--- src/rtl/sd_spi_pkg.sv ---
// sd_spi_pkg: constants shared by the SD SPI-mode card responder and the
// host-side init sequencer.
//   - command indices (CMD0/8/17/41/55/58)
//   - R1 status bit positions
//   - frame and response widths (48 / 8 / 40)
//   - start and transmission bit values
//   - responder FSM state type and CRC7 single-bit step helper
package sd_spi_pkg;

  localparam int FRAME_W = 48;
  localparam int R1_W    = 8;
  localparam int R37_W   = 40;

  localparam logic START_BIT = 1'b0;
  localparam logic TX_BIT    = 1'b1;

  localparam logic [5:0] CMD0  = 6'd0;
  localparam logic [5:0] CMD8  = 6'd8;
  localparam logic [5:0] CMD17 = 6'd17;
  localparam logic [5:0] CMD41 = 6'd41;
  localparam logic [5:0] CMD55 = 6'd55;
  localparam logic [5:0] CMD58 = 6'd58;

  localparam int R1_IDLE      = 0;
  localparam int R1_ERASE_RST = 1;
  localparam int R1_ILLEGAL   = 2;
  localparam int R1_CRC       = 3;
  localparam int R1_ERASE_SEQ = 4;
  localparam int R1_ADDR      = 5;
  localparam int R1_PARAM     = 6;

  typedef enum logic [1:0] {
    ST_HUNT,
    ST_RX,
    ST_NCR,
    ST_RESP
  } resp_state_t;

  // CRC7, polynomial x^7 + x^3 + 1, one message bit per call.
  function automatic logic [6:0] crc7_step(input logic [6:0] crc, input logic din);
    logic fb;
    fb = din ^ crc[6];
    return {crc[5:0], 1'b0} ^ (fb ? 7'h09 : 7'h00);
  endfunction

endpackage

--- src/rtl/sd_spi_responder_if.sv ---
// sd_spi_responder_if: SPI pins plus command-status outputs of the SD card
// responder.
//   master : host side, drives SCK_SPI / spi_cs_n_i / spi_mosi_i
//   slave  : card side, drives MISO and the command/status outputs
interface sd_spi_responder_if;
  logic        SCK_SPI;
  logic        spi_cs_n_i;
  logic        spi_mosi_i;
  logic        spi_miso_o;
  logic        spi_cmdvalid_o;
  logic [5:0]  spi_cmdidx_o;
  logic [31:0] spi_cmdarg_o;
  logic        spi_cardidle_o;
  logic        spi_busy_o;

  modport master (
    output SCK_SPI, spi_cs_n_i, spi_mosi_i,
    input  spi_miso_o, spi_cmdvalid_o, spi_cmdidx_o, spi_cmdarg_o,
           spi_cardidle_o, spi_busy_o
  );

  modport slave (
    input  SCK_SPI, spi_cs_n_i, spi_mosi_i,
    output spi_miso_o, spi_cmdvalid_o, spi_cmdidx_o, spi_cmdarg_o,
           spi_cardidle_o, spi_busy_o
  );
endinterface

--- src/rtl/sd_crc7.sv ---
// sd_crc7: serial CRC7 accumulator over received command bits.
//   clk_i/rst_i : system clock, async active-high reset
//   clr_i       : zero the accumulator (frame start)
//   en_i        : fold din_i into the CRC this cycle
//   crc_o       : running CRC7
module sd_crc7
  import sd_spi_pkg::*;
(
  input  logic       clk_i,
  input  logic       rst_i,
  input  logic       clr_i,
  input  logic       en_i,
  input  logic       din_i,
  output logic [6:0] crc_o
);
  always_ff @(posedge clk_i or posedge rst_i) begin
    if (rst_i)      crc_o <= 7'h00;
    else if (clr_i) crc_o <= 7'h00;
    else if (en_i)  crc_o <= crc7_step(crc_o, din_i);
  end
endmodule

--- src/rtl/sd_spi_responder.sv ---
// sd_spi_responder: SPI-mode SD card responder. Deframes 48-bit commands
// from MOSI, tracks idle/ready card state and returns R1/R3/R7 responses.
// Ports:
//   spi_clk_i, spi_rst_i : system clock (>=4x SCK), async active-high reset
//   spi (slave modport)  : SCK_SPI, spi_cs_n_i, spi_mosi_i in;
//                          spi_miso_o, spi_cmdvalid_o, spi_cmdidx_o,
//                          spi_cmdarg_o, spi_cardidle_o, spi_busy_o out
// Build option: define SD_RESP_CRC_CHECK_EN to check CRC7 on CMD0/CMD8.
//
// state   | meaning
// HUNT    | waiting for a start bit (MOSI=0 on an SCK rise)
// RX      | shifting in the remaining 47 frame bits
// NCR     | driving 0xFF gap bytes before the response
// RESP    | shifting the 8- or 40-bit response out on SCK falls
module sd_spi_responder
  import sd_spi_pkg::*;
#(
  parameter int          NCR_BYTES       = 1,
  parameter int          ACMD41_BUSY_CNT = 2,
  parameter logic [31:0] OCR_BASE        = 32'h40FF8000
) (
  input logic               spi_clk_i,
  input logic               spi_rst_i,
  sd_spi_responder_if.slave spi
);
  localparam logic [5:0] NCR_LAST = 6'(NCR_BYTES * 8 - 1);

  // 3-stage SCK chain: two sync flops plus one for edge detect.
  logic [2:0] sck_sync;
  logic [1:0] cs_sync, mosi_sync;
  logic       sck_rise, sck_fall, cs_n, mosi;

  always_ff @(posedge spi_clk_i or posedge spi_rst_i) begin
    if (spi_rst_i) begin
      sck_sync  <= 3'b000;
      cs_sync   <= 2'b11;
      mosi_sync <= 2'b11;
    end else begin
      sck_sync  <= {sck_sync[1:0], spi.SCK_SPI};
      cs_sync   <= {cs_sync[0], spi.spi_cs_n_i};
      mosi_sync <= {mosi_sync[0], spi.spi_mosi_i};
    end
  end

  assign sck_rise = sck_sync[1] & ~sck_sync[2];
  assign sck_fall = ~sck_sync[1] & sck_sync[2];
  assign cs_n     = cs_sync[1];
  assign mosi     = mosi_sync[1];

  resp_state_t state;
  logic [5:0]  bit_cnt, resp_cnt, resp_last;
  logic [46:0] frame;
  logic [39:0] resp_sr;
  logic        app_cmd, cardidle, miso, cmdvalid, busy;
  logic [3:0]  busy_cnt;
  logic [5:0]  cmdidx;
  logic [31:0] cmdarg;

  logic [47:0] frame_nxt;
  logic        frame_ok, crc_ok;
  logic [5:0]  rx_idx;
  logic [31:0] rx_arg;

  assign frame_nxt = {frame, mosi};
  assign frame_ok  = (frame_nxt[47] == START_BIT) && (frame_nxt[46] == TX_BIT) && frame_nxt[0];
  assign rx_idx    = frame_nxt[45:40];
  assign rx_arg    = frame_nxt[39:8];

`ifdef SD_RESP_CRC_CHECK_EN
  logic [6:0] crc_val;
  logic       crc_clr, crc_en;

  // The start bit is 0, so clearing on it equals folding it in.
  assign crc_clr = (state == ST_HUNT) && sck_rise && !mosi;
  assign crc_en  = (state == ST_RX) && sck_rise && (bit_cnt < 6'd40);

  sd_crc7 u_crc7 (
    .clk_i (spi_clk_i),
    .rst_i (spi_rst_i),
    .clr_i (crc_clr),
    .en_i  (crc_en),
    .din_i (mosi),
    .crc_o (crc_val)
  );

  assign crc_ok = !((rx_idx == CMD0) || (rx_idx == CMD8)) || (crc_val == frame_nxt[7:1]);
`else
  logic crc_field_unused;
  assign crc_field_unused = ^frame_nxt[7:1];
  assign crc_ok = 1'b1;
`endif

  logic [7:0]  r1;
  logic [31:0] tail;
  logic        long_resp, idle_nx, app_nx;
  logic [3:0]  cnt_nx;

  always_comb begin
    r1        = {7'b0, cardidle};
    tail      = 32'h0;
    long_resp = 1'b0;
    idle_nx   = cardidle;
    app_nx    = 1'b0;
    cnt_nx    = busy_cnt;
    if (!crc_ok) begin
      r1[R1_CRC] = 1'b1;
    end else begin
      case (rx_idx)
        CMD0: begin
          idle_nx = 1'b1;
          cnt_nx  = 4'(ACMD41_BUSY_CNT);
          r1      = 8'h01;
        end
        CMD8: begin
          long_resp = 1'b1;
          tail      = {20'h0, rx_arg[11:0]};
        end
        CMD55: app_nx = 1'b1;
        CMD41: begin
          if (!app_cmd) begin
            r1[R1_ILLEGAL] = 1'b1;
          end else if (busy_cnt != 4'd0) begin
            cnt_nx = busy_cnt - 4'd1;
            r1     = 8'h01;
          end else begin
            idle_nx = 1'b0;
            r1      = 8'h00;
          end
        end
        CMD58: begin
          long_resp = 1'b1;
          tail      = {~cardidle, OCR_BASE[30:0]};
        end
        default: r1[R1_ILLEGAL] = 1'b1;
      endcase
    end
  end

  always_ff @(posedge spi_clk_i or posedge spi_rst_i) begin
    if (spi_rst_i) begin
      state     <= ST_HUNT;
      bit_cnt   <= 6'd0;
      resp_cnt  <= 6'd0;
      resp_last <= 6'd0;
      frame     <= '0;
      resp_sr   <= '1;
      app_cmd   <= 1'b0;
      cardidle  <= 1'b1;
      busy_cnt  <= 4'(ACMD41_BUSY_CNT);
      miso      <= 1'b1;
      cmdvalid  <= 1'b0;
      busy      <= 1'b0;
      cmdidx    <= 6'd0;
      cmdarg    <= 32'h0;
    end else begin
      cmdvalid <= 1'b0;
      if (cs_n) begin
        state <= ST_HUNT;
        miso  <= 1'b1;
        busy  <= 1'b0;
      end else begin
        case (state)
          ST_HUNT: begin
            if (sck_fall) miso <= 1'b1;
            if (sck_rise && !mosi) begin
              state   <= ST_RX;
              bit_cnt <= 6'd1;
              frame   <= '0;
            end
          end
          ST_RX: begin
            if (sck_fall) miso <= 1'b1;
            if (sck_rise) begin
              frame   <= frame_nxt[46:0];
              bit_cnt <= bit_cnt + 6'd1;
              if (bit_cnt == 6'(FRAME_W - 1)) begin
                if (frame_ok) begin
                  state     <= ST_NCR;
                  bit_cnt   <= 6'd0;
                  cmdvalid  <= 1'b1;
                  busy      <= 1'b1;
                  cmdidx    <= rx_idx;
                  cmdarg    <= rx_arg;
                  cardidle  <= idle_nx;
                  app_cmd   <= app_nx;
                  busy_cnt  <= cnt_nx;
                  resp_sr   <= {r1, tail};
                  resp_last <= long_resp ? 6'(R37_W - 1) : 6'(R1_W - 1);
                end else begin
                  state <= ST_HUNT;
                end
              end
            end
          end
          ST_NCR: begin
            if (sck_fall) begin
              miso <= 1'b1;
              if (bit_cnt == NCR_LAST) begin
                state    <= ST_RESP;
                resp_cnt <= 6'd0;
              end else begin
                bit_cnt <= bit_cnt + 6'd1;
              end
            end
          end
          ST_RESP: begin
            if (sck_fall) begin
              miso     <= resp_sr[39];
              resp_sr  <= {resp_sr[38:0], 1'b1};
              resp_cnt <= resp_cnt + 6'd1;
              // Last bit stays on MISO until the next fall, seen in HUNT.
              if (resp_cnt == resp_last) begin
                state <= ST_HUNT;
                busy  <= 1'b0;
              end
            end
          end
          default: state <= ST_HUNT;
        endcase
      end
    end
  end

  assign spi.spi_miso_o     = miso;
  assign spi.spi_cmdvalid_o = cmdvalid;
  assign spi.spi_cmdidx_o   = cmdidx;
  assign spi.spi_cmdarg_o   = cmdarg;
  assign spi.spi_cardidle_o = cardidle;
  assign spi.spi_busy_o     = busy;
endmodule

--- src/flat_wrapper.sv ---
// flat-port wrapper written by rule: the top's interface ports become plain ports
module sd_spi_responder_flat import sd_spi_pkg::*;
#(
  parameter int          NCR_BYTES       = 1,
  parameter int          ACMD41_BUSY_CNT = 2,
  parameter logic [31:0] OCR_BASE        = 32'h40FF8000
)
  (spi_clk_i, spi_rst_i, spi_SCK_SPI, spi_spi_cs_n_i, spi_spi_mosi_i, spi_spi_miso_o, spi_spi_cmdvalid_o, spi_spi_cmdidx_o, spi_spi_cmdarg_o, spi_spi_cardidle_o, spi_spi_busy_o);
  sd_spi_responder_if spi_i ();
  input logic spi_clk_i;
  input logic spi_rst_i;
  input wire logic [$bits(spi_i.SCK_SPI)-1:0] spi_SCK_SPI;
  input wire logic [$bits(spi_i.spi_cs_n_i)-1:0] spi_spi_cs_n_i;
  input wire logic [$bits(spi_i.spi_mosi_i)-1:0] spi_spi_mosi_i;
  output wire logic [$bits(spi_i.spi_miso_o)-1:0] spi_spi_miso_o;
  output wire logic [$bits(spi_i.spi_cmdvalid_o)-1:0] spi_spi_cmdvalid_o;
  output wire logic [$bits(spi_i.spi_cmdidx_o)-1:0] spi_spi_cmdidx_o;
  output wire logic [$bits(spi_i.spi_cmdarg_o)-1:0] spi_spi_cmdarg_o;
  output wire logic [$bits(spi_i.spi_cardidle_o)-1:0] spi_spi_cardidle_o;
  output wire logic [$bits(spi_i.spi_busy_o)-1:0] spi_spi_busy_o;
  assign spi_i.SCK_SPI = spi_SCK_SPI;
  assign spi_i.spi_cs_n_i = spi_spi_cs_n_i;
  assign spi_i.spi_mosi_i = spi_spi_mosi_i;
  assign spi_spi_miso_o = spi_i.spi_miso_o;
  assign spi_spi_cmdvalid_o = spi_i.spi_cmdvalid_o;
  assign spi_spi_cmdidx_o = spi_i.spi_cmdidx_o;
  assign spi_spi_cmdarg_o = spi_i.spi_cmdarg_o;
  assign spi_spi_cardidle_o = spi_i.spi_cardidle_o;
  assign spi_spi_busy_o = spi_i.spi_busy_o;
  sd_spi_responder #(.NCR_BYTES(NCR_BYTES), .ACMD41_BUSY_CNT(ACMD41_BUSY_CNT), .OCR_BASE(OCR_BASE)) u_core (.spi_clk_i(spi_clk_i), .spi_rst_i(spi_rst_i), .spi(spi_i));
endmodule
--- config.mk ---
export PLATFORM = sky130hd
export DESIGN_NAME = sd_spi_responder_flat
export DESIGN_NICKNAME = d
export VERILOG_FILES = /design/src/rtl/sd_spi_pkg.sv /design/src/rtl/sd_spi_responder_if.sv /design/src/rtl/sd_crc7.sv /design/src/rtl/sd_spi_responder.sv /design/src/flat_wrapper.sv
export SDC_FILE = /design/constraint.sdc
export NUM_CORES = 1
export LEC_CHECK = 0
export ABC_AREA = 1
export ABC_CLOCK_PERIOD_IN_PS = 12900
export CAP_MARGIN = 20
export CELL_PAD_IN_SITES_DETAIL_PLACEMENT = 0
export CELL_PAD_IN_SITES_GLOBAL_PLACEMENT = 1
export CORE_MARGIN = 2
export CORE_UTILIZATION = 25
export CTS_CLUSTER_SIZE = 28
export DETAILED_ROUTE_END_ITERATION = 10
export DONT_BUFFER_PORTS = 1
export HOLD_SLACK_MARGIN = 0.15
export PLACE_DENSITY = 0.43
export SYNTH_ARGS = -nofsm -noshare
export SYNTH_HDL_FRONTEND = slang
export SYNTH_SLANG_ARGS = --single-unit
--- constraint.sdc ---
create_clock -name spi_clk_i -period 12.9 [get_ports spi_clk_i]
set_input_delay 1.935 -clock spi_clk_i [delete_from_list [all_inputs] [get_ports spi_clk_i]]
set_output_delay 1.935 -clock spi_clk_i [all_outputs]
set_load 0.02 [all_outputs]
### Word level (Yosys, flattened, before mapping)

Cells that the tools add are included.

* flip-flop bits (word level): 161
* input port bits: 5
* output and inout port bits: 42
* logic and storage cells: 145

* reductions and logical operators: 26
* mux-type cells: 62
* eq/ne operators: 30
* bitwise operators: 7
* $add $sub $neg: 3

Operators by type and width (count)
* 2-to-1 mux 40 bit: 4
* 2-to-1 mux 47 bit: 2
* case mux 47 bit (2 select lines): 1
* case mux 40 bit (2 select lines): 1
* case mux 32 bit (2 select lines): 1
* 2-to-1 mux 6 bit: 10
* inequality test 3 x 1 -> 1 bit (second input constant): 9
* equality test 6 bit (second input constant): 4
* 2-to-1 mux 1 bit: 21
* 2-to-1 mux 2 bit: 9
* inequality test 2 x 1 -> 1 bit (second input constant): 9
* case mux 6 bit (3 select lines): 1
* AND reduction 6 bit: 3
* AND reduction 8 bit: 2
* adder 6 x 1 -> 6 bit (second input constant): 2
* case mux 6 bit (2 select lines): 1
* 2-to-1 mux 5 bit: 2
* case mux 1 bit (2 select lines): 5
* AND reduction 5 bit: 2
* 2-to-1 mux 4 bit: 2
* case mux 2 bit (4 select lines): 1
* case mux 4 bit (2 select lines): 1
* nonzero test 2 bit: 4
* AND reduction 7 bit: 1
* other kinds (20): 30

### Logic depth before layout (Yosys ltp)

* depth after elaboration: 8
* mapped depth: 11
* mapped depth without buffers: 10

### Least setup slack after synthesis

OpenSTA, ideal clock, no wires.

* path kind: register to output
* start point: register u_core.cardidle (netlist: u_core.spi.spi_cardidle_o)
* end point: output port spi_spi_cardidle_o
* slack: 10380 ps
* cell stages (with the launch flop): 1
* arrival: 585 ps
* data required time: 10965 ps
* buffers on the path: 0
* cells stage by stage: dfstp_2

RTL lines
* start: declaration: line sd_spi_responder.sv:54 `logic app_cmd, cardidle, miso, cmdvalid, busy;`
* start signal: assignment: line sd_spi_responder.sv:184 `cardidle <= idle_nx;`
* end: declaration: line flat_wrapper.sv:19 `output wire logic [$bits(spi_i.spi_cardidle_o)-1:0] spi_spi_cardidle_o;`

No word-level cell between the ends.

### Worst setup path in the final report

* start point: register u_core.state[0]
* end point: register u_core.resp_sr[3]

* longest elaborated chain between the ends: 3
* elaborated cells on any way between the ends: 9
* classes of those cells: eq/ne (6); mux (1); reduce/logical (2)

RTL lines
* start: declaration: line sd_spi_responder.sv:50 `resp_state_t state;`
* start signal: assignment: line sd_spi_responder.sv:141 `state <= ST_HUNT;`
* start signal: assignment: line sd_spi_responder.sv:158 `state <= ST_HUNT;`
* start signal: assignment: line sd_spi_responder.sv:166 `state <= ST_RX;`
* equality test 2 bit or equality test 2 x 1 -> 1 bit (tied branches): line sd_spi_responder.sv:162 `case (state)`
* inequality test 2 x 1 -> 1 bit (no line) or nonzero test 2 bit (tied branches)
* AND reduction 6 bit (no line)
* end signal: assignment: line sd_spi_responder.sv:187 `resp_sr <= {r1, tail};`
* end signal: assignment: line sd_spi_responder.sv:209 `resp_sr <= {resp_sr[38:0], 1'b1};`
* end: declaration: line sd_spi_responder.sv:53 `logic [39:0] resp_sr;`

Parallel ways exist; a longest one is shown, timed or not.
A chain may end at the register's enable or synchronous reset.

==> flow_metrics.py <==
metrics = {
    "worst_setup_path": {
        "cp-start-kind": "flip-flop",
        "cp_max_fo": 56,
        "criticalPathCategory": "flip-flop to flip-flop",
        "worstPathArrival_ps": 3590,
        "worstPathRequired_ps": 13240,
        "r2r_cells": 10,
        "end_kind": "flip-flop",
    },
    "timing": {
        "worst_slew_pin_slew_ps": 874.3,
        "finalHoldViolCount": 0,
        "rsz0062_at_grt": "no",
        "layout_min_cycle_time_ps": 3243,
        "tns_ps": 0,
        "slew_viol_final": 0,
        "setup_violations": 0,
        "finalClockSkew_ps": 15.02,
        "period_share_pct": 25.14,
        "slew_headroom_pct": 41.65,
        "fmax_mhz": 308.3,
    },
    "clock_network": {
        "htree_levels": 4,
        "ctsHoldBuffers": 0,
        "clockBufferDepth": 2,
        "post-cts-setup-buffer-count": 0,
        "insertion_delay_ps": 430,
        "clk_pin_slew_ps": 70,
        "cts_tree": "built",
        "cts_buffers": 17,
        "cts_resized": 0,
        "cts.sinks": 157,
        "clockRootBuffer": "clkbuf_16",
    },
    "routing": {
        "vias": 4928,
        "drt_pass1_iterations": 5,
        "vias_per_cell": 4.300,
        "postRouteAntennaNets": 0,
        "drt_iter0_markers": 260,
        "finalWirelength_um": 16180,
        "wl_per_cell_um": 14.12,
        "drc": 0,
    },
    "yosys": {
        "syn_inst": 766,
        "postSynthAreaPerCell_um2": 9.079,
        "synth_warnings": 0,
        "synth_top_area_share_pct": 39.58,
        "syn-num-nets": 779,
        "synth.area.top_cells": "dfrtp_1, dfstp_2, nand2_1",
        "ys_ff_latch": 157,
        "ys_types": 32,
        "syn-cell-area_mm2": 0.006954,
        "yosysTopAreaCell": "dfrtp_1",
        "seq_area_frac_synth_pct": 57.34,
    },
    "die": {
        "dieWidth_um": 170.8,
        "ios": 47,
        "fp-row-count": 61,
        "die_h_um": 170.8,
        "die-area_mm2": 0.02917,
        "core_mm2": 0.02755,
        "start_util_pct": 25.24,
    },
    "final_layout": {
        "area_delta_synth_final_pct": 13.21,
        "fillerInstances": 2911,
        "final_area_mm2": 0.007873,
        "n_antenna_cell": 0,
        "layout-drive-gt1-share_pct": 15.63,
        "nNetsFinal": 768,
        "utilization_pct": 28.57,
    },
    "pwr": {
        "total_power_uw": 1133,
        "powerDensity_mw_per_mm2": 143.9,
        "power_leakage_uw": 0.003366,
        "ir_drop_mv": 0.06488,
    },
    "place": {
        "dpl_cell_area_mm2": 0.007232,
        "dp_hpwl_um": 10020,
        "numPortBuffers": 0,
        "place.gp.congestion": 0.7382,
    },
    "min_path": {
        "whs_path_depth": 0,
        "hold_path_class": "flip-flop to flip-flop",
    },
    "status": {
        "status": "completed",
    },
    "grt": {
        "grt_usage_pct": 12.03,
        "grt_overflow": 0,
        "grt_max_degree": 84,
        "grt_pass1_wl_um": 27370,
        "antenna_found_initial": 0,
        "grt_pass1_vias": 5085,
    },
    "run": {
        "maxCapViolations": 0,
    },
}
-- critical path: stages, from the launching register on --
cell and delay [ps]:
dfrtp_1 420, ha_1 170, buf_4 400, inv_1 530, o21bai_1 320, nor2_2 70
nand2_2 50, buf_4 520, inv_2 360, o211ai_1 190, nand2_1 90
-- metal layers --
| layer | track usage (%) | share of wire (%) | up-vias |
|---|---|---|---|
| met5 | 0 | 0 | - |
| met4 | 4.125 | 1.3 | 0 |
| met3 | 3.354 | 4.3 | 14 |
| met2 | 19.50 | 47 | 66 |
| met1 | 15.44 | 47 | 2389 |
| li1 | - | - | 2459 |
-- cell type report --
| type | count | area [µm²] | share of cell area (%) |
|---|---|---|---|
| sequential | 157 | 3988 | 50.65 |
| multi-input combinational | 480 | 2364 | 30.02 |
| tap | 378 | 473.0 | 6.008 |
| clock buffer | 17 | 425.4 | 5.404 |
| inverter | 92 | 350.3 | 4.450 |
| clock inverter | 15 | 187.7 | 2.384 |
| timing repair buffer | 7 | 85.08 | 1.081 |
-- power by group --
part	internal, µW	switching (µW)	leakage, µW
logic	29.6	78.9	0.00106
registers	504	10.1	0.00201
clock network	264	246	0.000294
total	798	335	0.00337
-- cell usage after synthesis (all sizes together) --
master and instances:
nand2 220, dfstp 47, xor2 3, clkinv 1
inv 91, o22ai 47, clkbuf 14, buf 23
o2111ai 1, o21bai 2, ha 8, nand4 8
dfrtp 110, a21oi 8, nand3 32, o211ai 5
o31ai 5, o21ai 96, xnor2 1, or2 4
nor3 2, nor2 38
-- sequential cells by signal (all words and copies together), names as in the netlist --
| register | flops |
|---|---|
| u_core.app_cmd | 1 |
| u_core.bit_cnt | 6 |
| u_core.busy_cnt | 4 |
| u_core.cs_sync | 2 |
| u_core.frame | 47 |
| u_core.mosi_sync | 2 |
| u_core.resp_cnt | 6 |
| u_core.resp_last | 2 |
| u_core.resp_sr | 40 |
| u_core.sck_sync | 3 |
| u_core.spi.spi_busy_o | 1 |
| u_core.spi.spi_cardidle_o | 1 |
| u_core.spi.spi_cmdarg_o | 32 |
| u_core.spi.spi_cmdidx_o | 6 |
| u_core.spi.spi_cmdvalid_o | 1 |
| u_core.spi.spi_miso_o | 1 |
| u_core.state | 2 |
-- layout by cell type (no fill, tap or decap), drive strengths merged, types with 7 or more instances in the layout --
master / n
clkbuf: 17
o22ai: 47
a21oi: 8
nand2: 220
buf: 7
nor2: 38
ha: 8
clkinv: 8
nand4: 8
dfrtp: 110
dfstp: 47
nand3: 32
o21ai: 96
inv: 98
-- cell families after synthesis --
family | count (synthesis) | share of synthesized area [%]
AOI/OAI and AO/OA | 164 | 13.94
xor gates and xnor gates | 4 | 0.5039
adders and majority gates | 8 | 1.439
buffers and inverters | 129 | 8.780
DFF | 157 | 57.34
and+or+nand+nor | 304 | 17.99
-- path summary, 6_finish.rpt --
check	start	end	slack, ps
max in group asynchronous	spi_rst_i	u_core.resp_sr[21]$_DFFE_PP1P_	10280
setup reg to reg	u_core.state[0]$_DFFE_PP0P_	u_core.resp_sr[3]$_DFFE_PP1P_	9660
min in group asynchronous	spi_rst_i	u_core.bit_cnt[2]$_DFFE_PP0P_	1490
setup / recovery	u_core.state[0]$_DFFE_PP0P_	u_core.resp_sr[3]$_DFFE_PP1P_	9660
hold / removal	u_core.mosi_sync[0]$_DFF_PP1_	u_core.mosi_sync[1]$_DFF_PP1_	360
hold reg to reg	u_core.mosi_sync[0]$_DFF_PP1_	u_core.mosi_sync[1]$_DFF_PP1_	360
-- metrics by stage --
| step | hold slack [ps] | std cells | setup WS (ps) |
|---|---|---|---|
| after floorplan | 331.2 | 766 | 6808 |
| after global placement | 341.7 | 1112 | 9348 |
| after detailed placement | 348.5 | 1113 | 9293 |
| after CTS | 364.0 | 1145 | 9566 |
| after global routing | 367.9 | 1146 | 9284 |
| final | 360.2 | 1146 | 9657 |
Note: power is estimated with default switching activity, not from simulation.
